==> src/rtl/alu_decode_stage_if.sv <==
// Handshake bundle between fetch stream, decode stage and execute stage.
// The slave modport is the decode stage itself; master is its environment.
interface alu_decode_stage_if #(
  parameter int INSTR_W  = 8,
  parameter int OPCODE_W = 4,
  parameter int ALU_OP_W = 3
);
  logic [INSTR_W-1:0]          in_word;
  logic                        in_valid;
  logic                        in_ready;
  logic                        out_valid;
  logic                        out_ready;
  logic [ALU_OP_W-1:0]         out_alu_op;
  logic [INSTR_W-OPCODE_W-1:0] out_operand;
  logic [INSTR_W-1:0]          out_imm;
  logic                        out_use_imm;
  logic                        out_illegal;

  modport master (
    output in_word, in_valid, out_ready,
    input  in_ready, out_valid, out_alu_op, out_operand, out_imm, out_use_imm, out_illegal
  );

  modport slave (
    input  in_word, in_valid, out_ready,
    output in_ready, out_valid, out_alu_op, out_operand, out_imm, out_use_imm, out_illegal
  );
endinterface

==> src/rtl/alu_decode_stage.sv <==
// Registered decode stage: turns opcode words (plus an immediate word for
// ADDI/SUBI) into ALU micro-ops behind valid/ready flow control.
module alu_decode_stage #(
  parameter int INSTR_W  = 8,
  parameter int OPCODE_W = 4,
  parameter int ALU_OP_W = 3
) (
  input  logic                i_clk,
  input  logic                i_rst,
  input  logic                i_flush,
  alu_decode_stage_if.slave   bus
);

  typedef enum logic {S_OP = 1'b0, S_IMM = 1'b1} state_t;

  typedef struct packed {
    logic [ALU_OP_W-1:0] alu_op;
    logic                use_imm;
    logic                illegal;
  } dec_t;

  function automatic dec_t decode_op(input logic [OPCODE_W-1:0] op);
    dec_t d;
    d.alu_op  = '0;
    d.use_imm = 1'b0;
    d.illegal = 1'b0;
    case (op)
      OPCODE_W'(4'h0): d.alu_op = ALU_OP_W'(3'b000);
      OPCODE_W'(4'h1): d.alu_op = ALU_OP_W'(3'b001);
      OPCODE_W'(4'h2): d.alu_op = ALU_OP_W'(3'b010);
      OPCODE_W'(4'h3): d.alu_op = ALU_OP_W'(3'b011);
      OPCODE_W'(4'h4): d.alu_op = ALU_OP_W'(3'b100);
      OPCODE_W'(4'h5): d.alu_op = ALU_OP_W'(3'b101);
      OPCODE_W'(4'h6): d.alu_op = ALU_OP_W'(3'b110);
      OPCODE_W'(4'h7): d.alu_op = ALU_OP_W'(3'b111);
      OPCODE_W'(4'h8): begin
        d.alu_op  = ALU_OP_W'(3'b000);
        d.use_imm = 1'b1;
      end
      OPCODE_W'(4'h9): begin
        d.alu_op  = ALU_OP_W'(3'b001);
        d.use_imm = 1'b1;
      end
      default: d.illegal = 1'b1;
    endcase
    return d;
  endfunction

  state_t                      r_state;
  logic                        r_out_valid;
  logic [ALU_OP_W-1:0]         r_out_alu_op;
  logic [INSTR_W-OPCODE_W-1:0] r_out_operand;
  logic [INSTR_W-1:0]          r_out_imm;
  logic                        r_out_use_imm;
  logic                        r_out_illegal;
  logic [ALU_OP_W-1:0]         r_pend_alu_op;
  logic [INSTR_W-OPCODE_W-1:0] r_pend_operand;

  logic                        w_in_ready;
  logic                        w_in_fire;
  logic                        w_out_fire;
  logic [OPCODE_W-1:0]         w_opcode;
  logic [INSTR_W-OPCODE_W-1:0] w_operand;
  dec_t                        w_dec;

  // in_ready looks only at the output slot, never at the incoming word
  assign w_in_ready = !i_rst && !i_flush && (!r_out_valid || bus.out_ready);
  assign w_in_fire  = bus.in_valid && w_in_ready;
  assign w_out_fire = r_out_valid && bus.out_ready;
  assign w_opcode   = bus.in_word[INSTR_W-1 -: OPCODE_W];
  assign w_operand  = bus.in_word[INSTR_W-OPCODE_W-1:0];
  assign w_dec      = decode_op(w_opcode);

  always_ff @(posedge i_clk) begin
    if (i_rst) begin
      r_state        <= S_OP;
      r_out_valid    <= 1'b0;
      r_out_alu_op   <= '0;
      r_out_operand  <= '0;
      r_out_imm      <= '0;
      r_out_use_imm  <= 1'b0;
      r_out_illegal  <= 1'b0;
      r_pend_alu_op  <= '0;
      r_pend_operand <= '0;
    end else if (i_flush) begin
      r_state        <= S_OP;
      r_out_valid    <= 1'b0;
      r_pend_alu_op  <= '0;
      r_pend_operand <= '0;
    end else begin
      if (w_out_fire) begin
        r_out_valid <= 1'b0;
      end
      // a load in the same cycle as a drain overrides the clear above
      if (w_in_fire) begin
        case (r_state)
          S_OP: begin
            if (w_dec.use_imm) begin
              r_pend_alu_op  <= w_dec.alu_op;
              r_pend_operand <= w_operand;
              r_state        <= S_IMM;
            end else begin
              r_out_valid   <= 1'b1;
              r_out_alu_op  <= w_dec.alu_op;
              r_out_operand <= w_operand;
              r_out_imm     <= '0;
              r_out_use_imm <= 1'b0;
              r_out_illegal <= w_dec.illegal;
            end
          end
          S_IMM: begin
            r_out_valid   <= 1'b1;
            r_out_alu_op  <= r_pend_alu_op;
            r_out_operand <= r_pend_operand;
            r_out_imm     <= bus.in_word;
            r_out_use_imm <= 1'b1;
            r_out_illegal <= 1'b0;
            r_state       <= S_OP;
          end
          default: r_state <= S_OP;
        endcase
      end
    end
  end

  assign bus.in_ready    = w_in_ready;
  assign bus.out_valid   = r_out_valid;
  assign bus.out_alu_op  = r_out_alu_op;
  assign bus.out_operand = r_out_operand;
  assign bus.out_imm     = r_out_imm;
  assign bus.out_use_imm = r_out_use_imm;
  assign bus.out_illegal = r_out_illegal;

endmodule

==> src/flat_wrapper.sv <==
// flat-port wrapper written by rule: the top's interface ports become plain ports
module alu_decode_stage_flat 
#(
  parameter int INSTR_W  = 8,
  parameter int OPCODE_W = 4,
  parameter int ALU_OP_W = 3
)
  (i_clk, i_rst, i_flush, bus_in_word, bus_in_valid, bus_out_ready, bus_in_ready, bus_out_valid, bus_out_alu_op, bus_out_operand, bus_out_imm, bus_out_use_imm, bus_out_illegal);
  alu_decode_stage_if #(.INSTR_W(INSTR_W), .OPCODE_W(OPCODE_W), .ALU_OP_W(ALU_OP_W)) bus_i ();
  input  logic i_clk;
  input  logic i_rst;
  input  logic i_flush;
  input wire logic [$bits(bus_i.in_word)-1:0] bus_in_word;
  input wire logic [$bits(bus_i.in_valid)-1:0] bus_in_valid;
  input wire logic [$bits(bus_i.out_ready)-1:0] bus_out_ready;
  output wire logic [$bits(bus_i.in_ready)-1:0] bus_in_ready;
  output wire logic [$bits(bus_i.out_valid)-1:0] bus_out_valid;
  output wire logic [$bits(bus_i.out_alu_op)-1:0] bus_out_alu_op;
  output wire logic [$bits(bus_i.out_operand)-1:0] bus_out_operand;
  output wire logic [$bits(bus_i.out_imm)-1:0] bus_out_imm;
  output wire logic [$bits(bus_i.out_use_imm)-1:0] bus_out_use_imm;
  output wire logic [$bits(bus_i.out_illegal)-1:0] bus_out_illegal;
  assign bus_i.in_word = bus_in_word;
  assign bus_i.in_valid = bus_in_valid;
  assign bus_i.out_ready = bus_out_ready;
  assign bus_in_ready = bus_i.in_ready;
  assign bus_out_valid = bus_i.out_valid;
  assign bus_out_alu_op = bus_i.out_alu_op;
  assign bus_out_operand = bus_i.out_operand;
  assign bus_out_imm = bus_i.out_imm;
  assign bus_out_use_imm = bus_i.out_use_imm;
  assign bus_out_illegal = bus_i.out_illegal;
  alu_decode_stage #(.INSTR_W(INSTR_W), .OPCODE_W(OPCODE_W), .ALU_OP_W(ALU_OP_W)) u_core (.i_clk(i_clk), .i_rst(i_rst), .i_flush(i_flush), .bus(bus_i));
endmodule
==> config.mk <==
export PLATFORM = sky130hd
export DESIGN_NAME = alu_decode_stage_flat
export DESIGN_NICKNAME = d
export VERILOG_FILES = /design/src/rtl/alu_decode_stage_if.sv /design/src/rtl/alu_decode_stage.sv /design/src/flat_wrapper.sv
export SDC_FILE = /design/constraint.sdc
export NUM_CORES = 1
export LEC_CHECK = 0
export ABC_AREA = 0
export CORE_MARGIN = 5
export CORE_UTILIZATION = 42
export CTS_CLUSTER_SIZE = 28
export DETAILED_ROUTE_END_ITERATION = 12
export PLACE_DENSITY = 0.74
export SYNTH_ARGS = -nofsm -noshare
export SYNTH_HDL_FRONTEND = slang
export SYNTH_SLANG_ARGS = --single-unit
export TNS_END_PERCENT = 30
==> constraint.sdc <==
create_clock -name i_clk -period 1.4 [get_ports i_clk]
set_input_delay 0.35 -clock i_clk [delete_from_list [all_inputs] [get_ports i_clk]]
set_output_delay 0.35 -clock i_clk [all_outputs]
set_load 0.005 [all_outputs]
# Word-level counts from Yosys, hierarchy flattened
# Cells that the tools add are included.
# classes
n_mux	19
n_div	0
addsub	0
order_cmp	0
n_eq_ne	10
reduce_logical	15
bitwise	2
n_mul	0
shifts	0
# op_table
operator	count
$pmux 3 s7	1
$eq 4x3->1 const B	4
$pmux 8 s2	1
$reduce_or 10->1	1
$eq 4x2->1 const B	2
$eq 4x4->1 const B	2
$mux 1	8
$mux 8	1
$pmux 1 s2	4
$pmux 4 s2	1
$pmux 3 s2	1
$reduce_and 3->1	2
$reduce_or 2->1	3
$eq 4x1->1 const B	1
$logic_and 1x1->1	4
$logic_not 4->1	1
$mux 4	1
$logic_not 1->1	3
$mux 3	1
$ne 2x2->1 const B	1
$not 1->1	2
$logic_or 1x1->1	1
# totals
mem_bits_ro	0
ff_bits	26
ramBits	0
memories	0
latch_bits	0

# Logic depth before layout (Yosys ltp)
# logic_depth
depth_word	6
depth_mapped	6
ltp_nobuf	3

# Worst setup path after synthesis
# No wires, ideal clock.
# synth_timing
kind	input to output
start	input i_rst
end	output bus_in_ready
stages	4
setup_slack_ps	-58
arrival_ps	1108
required_ps	1050
path_buffers	2
path_cell_list	clkbuf_1 > nor2_4 > clkbuf_1 > and2_1
# synth_via
elab_chain_cells	3
# synth_rtl
item	line	rtl
from (decl)	flat_wrapper.sv:11	input logic i_rst;
$logic_not 1->1	alu_decode_stage.sv:67	assign w_in_ready = !i_rst && !i_flush && (!r_out_valid || bus.out_ready);
$logic_and 1x1->1 (2 in a row)	alu_decode_stage.sv:67	
to (decl)	flat_wrapper.sv:16	output wire logic [$bits(bus_i.in_ready)-1:0] bus_in_ready;
# Every way passes these cells.

# Final worst setup path
# layout_timing
start	register u_core.r_out_valid, in the netlist u_core.bus.out_valid
end	output bus_in_ready
# layout_via
elab_chain_cells	3
# layout_rtl
item	line	rtl
from (decl)	alu_decode_stage.sv:50	logic r_out_valid;
from (signal assigned)	alu_decode_stage.sv:77	r_out_valid <= 1'b0;
from (signal assigned)	alu_decode_stage.sv:87	r_out_valid <= 1'b0;
from (signal assigned)	alu_decode_stage.sv:92	r_out_valid <= 1'b0;
$logic_not 1->1	alu_decode_stage.sv:67	
$logic_or 1x1->1	alu_decode_stage.sv:67	
$logic_and 1x1->1	alu_decode_stage.sv:67	
# Every way passes these cells.

==> impl_metrics.ini <==
[outcome]
outcome = finished clean

[worst_setup_path]
cp_max_fo = 2
worst_r2r_endpoint = u_core.r_pend_operand[2]
rrSetupSlack_ps = 120
required_ps = 1050
worstSetupStartpointType = flop
rr_worst_depth = 4
cp.arrival_ps = 990
r2r-start = u_core.r_state
critPathKind = flop to output pin
cp-end-kind = output pin

[yosys]
yosysTopAreaCell = dfxtp_1
syn_inst = 118
ys.flop_type = dfxtp_1
syn_area_um2 = 1190
synth-async-reset-ratio_pct = 0
syn_nets = 131
ys_types = 27
ys_top_cells_by_area = dfxtp_1, mux2i_1, nand2b_1, nand2_1, nor4b_4
ys_seq_area_share_pct = 43.6
synth_top_area_share_pct = 43.6
synth-seq-cells = 26
synth_edf_count = 0
synth.most_common_cell = dfxtp_1
yosys_warnings = 0
avgSynthCellArea_um2 = 10.1
yosys-top-cells-count = dfxtp_1, mux2i_1, nand2b_1

[grt]
grt_overflow = 0
grtUsageMet3_pct = 4.26
met1_usage_pct = 17.8
use_met2_pct = 23.0
grt_pass1_wl_um = 4680
top_usage_layer = met2
grt_max_degree = 19
antenna_found_initial = 0
grt_pass1_vias = 1051
track_usage_pct = 14.4

[worst_hold_path]
min_to = u_core.r_pend_operand[1]
holdCritStartpoint = u_core.r_pend_operand[1]
hold_path.class = flop to flop
whs_path_depth = 2

[routing]
first_pass_iters = 4
wire_per_inst_um = 13.7
wirelength_um = 2650
drc = 0
vias_per_cell = 4.91
ant_nets = 0
drtIter0Drc = 20
via_count = 953

[die]
die_area_um2 = 4010
io_pins = 32
die_w_um = 63.3
initial_core_util_pct = 43.7
core_um2 = 2730
fp.dieH_um = 63.3
rows = 19

[timing]
timing.final.max_slew_violations = 0
final.min_clock_period_ps = 1340
hold_ws_ps = 477
finalHoldViolCount = 0
setup_tns_ps = 0
tightest_slew_ps = 238
rsz0062_at_grt = false
fin_skew_ps = 2.82
final.setup.worst_slack_ps = 57.8
fmax_mhz = 745
setup_viol_count_final = 0
fin_crit_sh_pct = 95.9
slew_headroom_pct = 84.1

[layout]
regArea_um2 = 544
syn_to_final_growth_pct = 41.2
fill_cells = 234
multi_input_area_um2 = 604
final_net_count = 177
drive_above_1_share_pct = 30.7
fin_area_um2 = 1690
insertedDiodeCount = 0

[clock_network]
htree_levels = 1
cts_sinks = 26
cts_buffers = 3
clockBufferDepth = 2
cts_tree = done
clock_latency_ps = 320
cts-root-buf = clkbuf_4
cts.clk_slew.worst_paths_ps = 150

[power_and_ir_drop]
p_leak_nw = 0.855
vdd_drop_max_mv = 0.667
power_density_nw_per_um2 = 859
intPower_mw = 1.14
switching_power_mw = 0.309
power_frac_seq_pct = 52.5
switching_share_pct = 21.3
pwr-share-clk_pct = 36.0
comb_power_share_pct = 11.5
power.total_mw = 1.45

[job]
max-cap-violations = 0

[place]
dp_hpwl_um = 1960
pre_cts_slack_ps = -539
portBuffers = 31
place_area_um2 = 1610
gp_congestion = 0.813
worst max-delay path, stage by stage, from the launching register on:
cell and delay, ps:
dfxtp_2 380, nand2b_4 50, and2_4 130, buf_6 110
placed cells by master, fill, tap and decap left out, drive strengths merged, types with 2 or more instances in the layout:
cell           instances
and3                   3
mux2i                 23
clkbuf                 3
nand2                 14
nand4                  2
clkdlybuf4s50          6
nor3b                  2
nand2b                15
inv                    5
nor2b                  2
buf                   19
a21oi                  4
dlygate4sd2           23
dfxtp                 26
a32o                   2
timing repair:
action / CTS / global route
pin swaps: 2 / 1
resized for setup: 50 / 3
buffers inserted: 2 / 0
hold buffers: 0 / 0
endpoints found under the setup margin: 40 / 12
power groups by stage:
stage	logic (mW)	clock network, mW	registers, mW
final	0.167	0.521	0.760
after global routing	0.181	0.568	0.763
after CTS	0.169	0.538	0.761
after detailed placement	0.175	0	0.775
after global placement	0.173	0	0.774
after floorplan	0.0750	0	0.776
logic make-up after synthesis:
group	synth area share, %
flip-flops	43.6
multiplexers	20.2
AND/OR/NAND/NOR	23.6
AO/OA/AOI/OAI	5.97
buffers and inverters	6.70
state kept, by name, indices dropped and copies added (netlist names):
name                    cells
u_core.r_pend_alu_op        3
u_core.bus.out_alu_op       3
u_core.bus.out_operand      4
u_core.bus.out_imm          8
u_core.bus.out_valid        1
u_core.r_pend_operand       4
u_core.bus.out_illegal      1
u_core.r_state              1
u_core.bus.out_use_imm      1
worst max path at each step:
stage | slack (ps) | end | start | depth (start not counted)
global placement | -530 | bus_in_ready | i_rst | 4
detailed placement | -540 | bus_in_ready | i_rst | 4
global route | 0.5 | bus_in_ready | u_core.bus.out_valid | 3
floorplan | 30 | bus_in_ready | i_rst | 4
finish | 60 | bus_in_ready | u_core.bus.out_valid | 3
CTS | -130 | bus_out_alu_op[0] | u_core.bus.out_alu_op[0] | 1
metrics by stage:
step | util [%] | instances
after global placement | 58.9 | 189
after global routing | 61.7 | 194
after CTS | 61.8 | 195
final | 61.7 | 194
after floorplan | - | 118
after detailed placement | 58.9 | 189
metal layers:
| layer | wire length, um | part of all wire, % | vias to the layer above |
|---|---|---|---|
| li1 | - | - | 493 |
| met1 | 1270 | 48 | 434 |
| met2 | 1210 | 46 | 24 |
| met3 | 142 | 5.4 | 2 |
| met4 | 26 | 0.98 | 0 |
| met5 | 0 | 0 | - |
cell type report:
cell class                 count  share of cell area, %
sequential                    26                   32.3
tap                           31                   2.30
timing repair buffer          49                   25.4
inverter                       5                   1.11
multi-input combinational     79                   35.8
clock buffer                   3                   1.34
clock inverter                 1                   1.78
Note: power is estimated with default switching activity, not from simulation.
==> RTL edit (config.mk and constraints unchanged) <==
`INSTR_W` is set to 8 in 3 places; all go to 7.
--- a/src/rtl/alu_decode_stage_if.sv
+++ b/src/rtl/alu_decode_stage_if.sv
@@ -1,7 +1,7 @@
 // Handshake bundle between fetch stream, decode stage and execute stage.
 // The slave modport is the decode stage itself; master is its environment.
 interface alu_decode_stage_if #(
-  parameter int INSTR_W  = 8,
+  parameter int INSTR_W  = 7,
   parameter int OPCODE_W = 4,
   parameter int ALU_OP_W = 3
 );
--- a/src/rtl/alu_decode_stage.sv
+++ b/src/rtl/alu_decode_stage.sv
@@ -1,7 +1,7 @@
 // Registered decode stage: turns opcode words (plus an immediate word for
 // ADDI/SUBI) into ALU micro-ops behind valid/ready flow control.
 module alu_decode_stage #(
-  parameter int INSTR_W  = 8,
+  parameter int INSTR_W  = 7,
   parameter int OPCODE_W = 4,
   parameter int ALU_OP_W = 3
 ) (
--- a/src/flat_wrapper.sv
+++ b/src/flat_wrapper.sv
@@ -1,7 +1,7 @@
 // flat-port wrapper written by rule: the top's interface ports become plain ports
 module alu_decode_stage_flat 
 #(
-  parameter int INSTR_W  = 8,
+  parameter int INSTR_W  = 7,
   parameter int OPCODE_W = 4,
   parameter int ALU_OP_W = 3
 )
Interface: changed (resized bus_in_word, bus_out_imm and bus_out_operand); port bits go from 32 to 29. No check against the original RTL was run, so the function may have changed too.
==> RTL edit against the original RTL <==
The run now ends with setup timing left; cell area is 12% lower; fmax shrank 19%; synthesized area shrank 16%; count of clock-buffer cells in the layout increased by 1; power down 22%; worst setup slack worse by 0.32 ns; first-iteration DRC count down 60%; wire length shrank 12%; global-route usage increased by 0.52 points; sequential cell count shrank 3; largest power group unchanged.
==> RTL edit: results (changes against the original RTL) <==
- Layout cells sized above 1: 33.1% (+2.4 points)
- Endpoints failing setup: 22 (+22)
- Largest net degree at the start of global routing: 18 (-1)
- Routed wl met3: 153 um (+7.7%)
- WHS Endpoint: u_core.bus.out_imm[5]$_SDFFE_PP0P_
- CP Launch Point: bus_in_word[4]
- Vias in the first global route: 864 (-18%)
- Setup TNS: -3.41 ns (-3.41 ns)
- Met2 usage: 25.4% (+2.4 points)
- Violations in the final reports: setup timing
- Worst hold-check path type: in2reg
- IO Port Bufs: 28 (-9.7%)
- List of most frequent post-synthesis cells: dfxtp_1 (23), mux2i_1 (20), nand2_1 (16)
- CTS resizes: 56 (+12%)
- Max incr delay on CP: 0.57 ns (+0.19 ns)
- Crit path max fanout: 7 (+5)
- Netlist cell types: 23 (-15%)
- Reg-to-reg slack, setup: -0.26 ns (-0.38 ns)
- Vias post-DR: 876 (-8.1%)
- GP Congestion: 0.808 (-0.70%)
- Worst-path clk slew: 0.12 ns (-0.03 ns)
- WL met2: 1130 um (-7.3%)
- Met1 usage in global routing: 17.1% (-0.76 points)
- Post-synthesis mux area share: 19.9% (-0.28 points)
- DR iter-0 viols: 8 (-60%)
- Setup CP Type: in2reg
- Hold_ws: 0.406 ns (-0.0716 ns)
- Final WS setup: -0.267 ns (-0.324 ns)
- Cell Area, Placed: 0.00140 mm^2 (-13%)
- Worst vdd ir: 545 uV (-18%)
- R2R depth: 3 (-1)
- Net count reported at finish: 161 (-9.0%)
- Top cells by area, synth: dfxtp_1 (46%), mux2i_1 (20%), nand2b_1 (9.3%), nand2_1 (6.0%), a21oi_1 (2.0%)
- Layout Skew: 0.00306 ns (+0.000242 ns)
- Slowest CP cell: or4b_4
- Status: finished, violations left
- Post-synthesis compound-gate area fraction: 6.60% (+0.63 points)
- WL final: 2350 um (-12%)
## RTL edit: cell type report
| class | count | area, um^2 |
|---|---|---|
| well taps | 28 | 35.0 |
| flip-flops and latches | 23 | 482 |
| repair buffers | 46 | 399 |
| fillers | 197 | 774 |
| clock buffers | 4 | 26.3 |
| inverters | 3 | 11.3 |
| multi-input cells | 72 | 527 |
## RTL edit: power breakdown
| part | leakage, nW | switching, mW | total (mW) | internal (mW) |
|---|---|---|---|---|
| clock | 0.0150 | 0.191 | 0.302 | 0.111 |
| combinational | 0.534 | 0.0639 | 0.155 | 0.0912 |
| sequential | 0.194 | 0.00493 | 0.671 | 0.666 |
| total | 0.743 | 0.260 | 1.13 | 0.869 |
## RTL edit: stage by stage
step | power, mW | cells | setup WS, ns
final | 1.13 | 176 | -0.267
after global routing | 1.19 | 176 | -0.305
after CTS | 1.14 | 175 | -0.253
after detailed placement | 0.841 | 169 | -1.03
after global placement | 0.839 | 169 | -0.983
after floorplan | 0.741 | 104 | -0.420
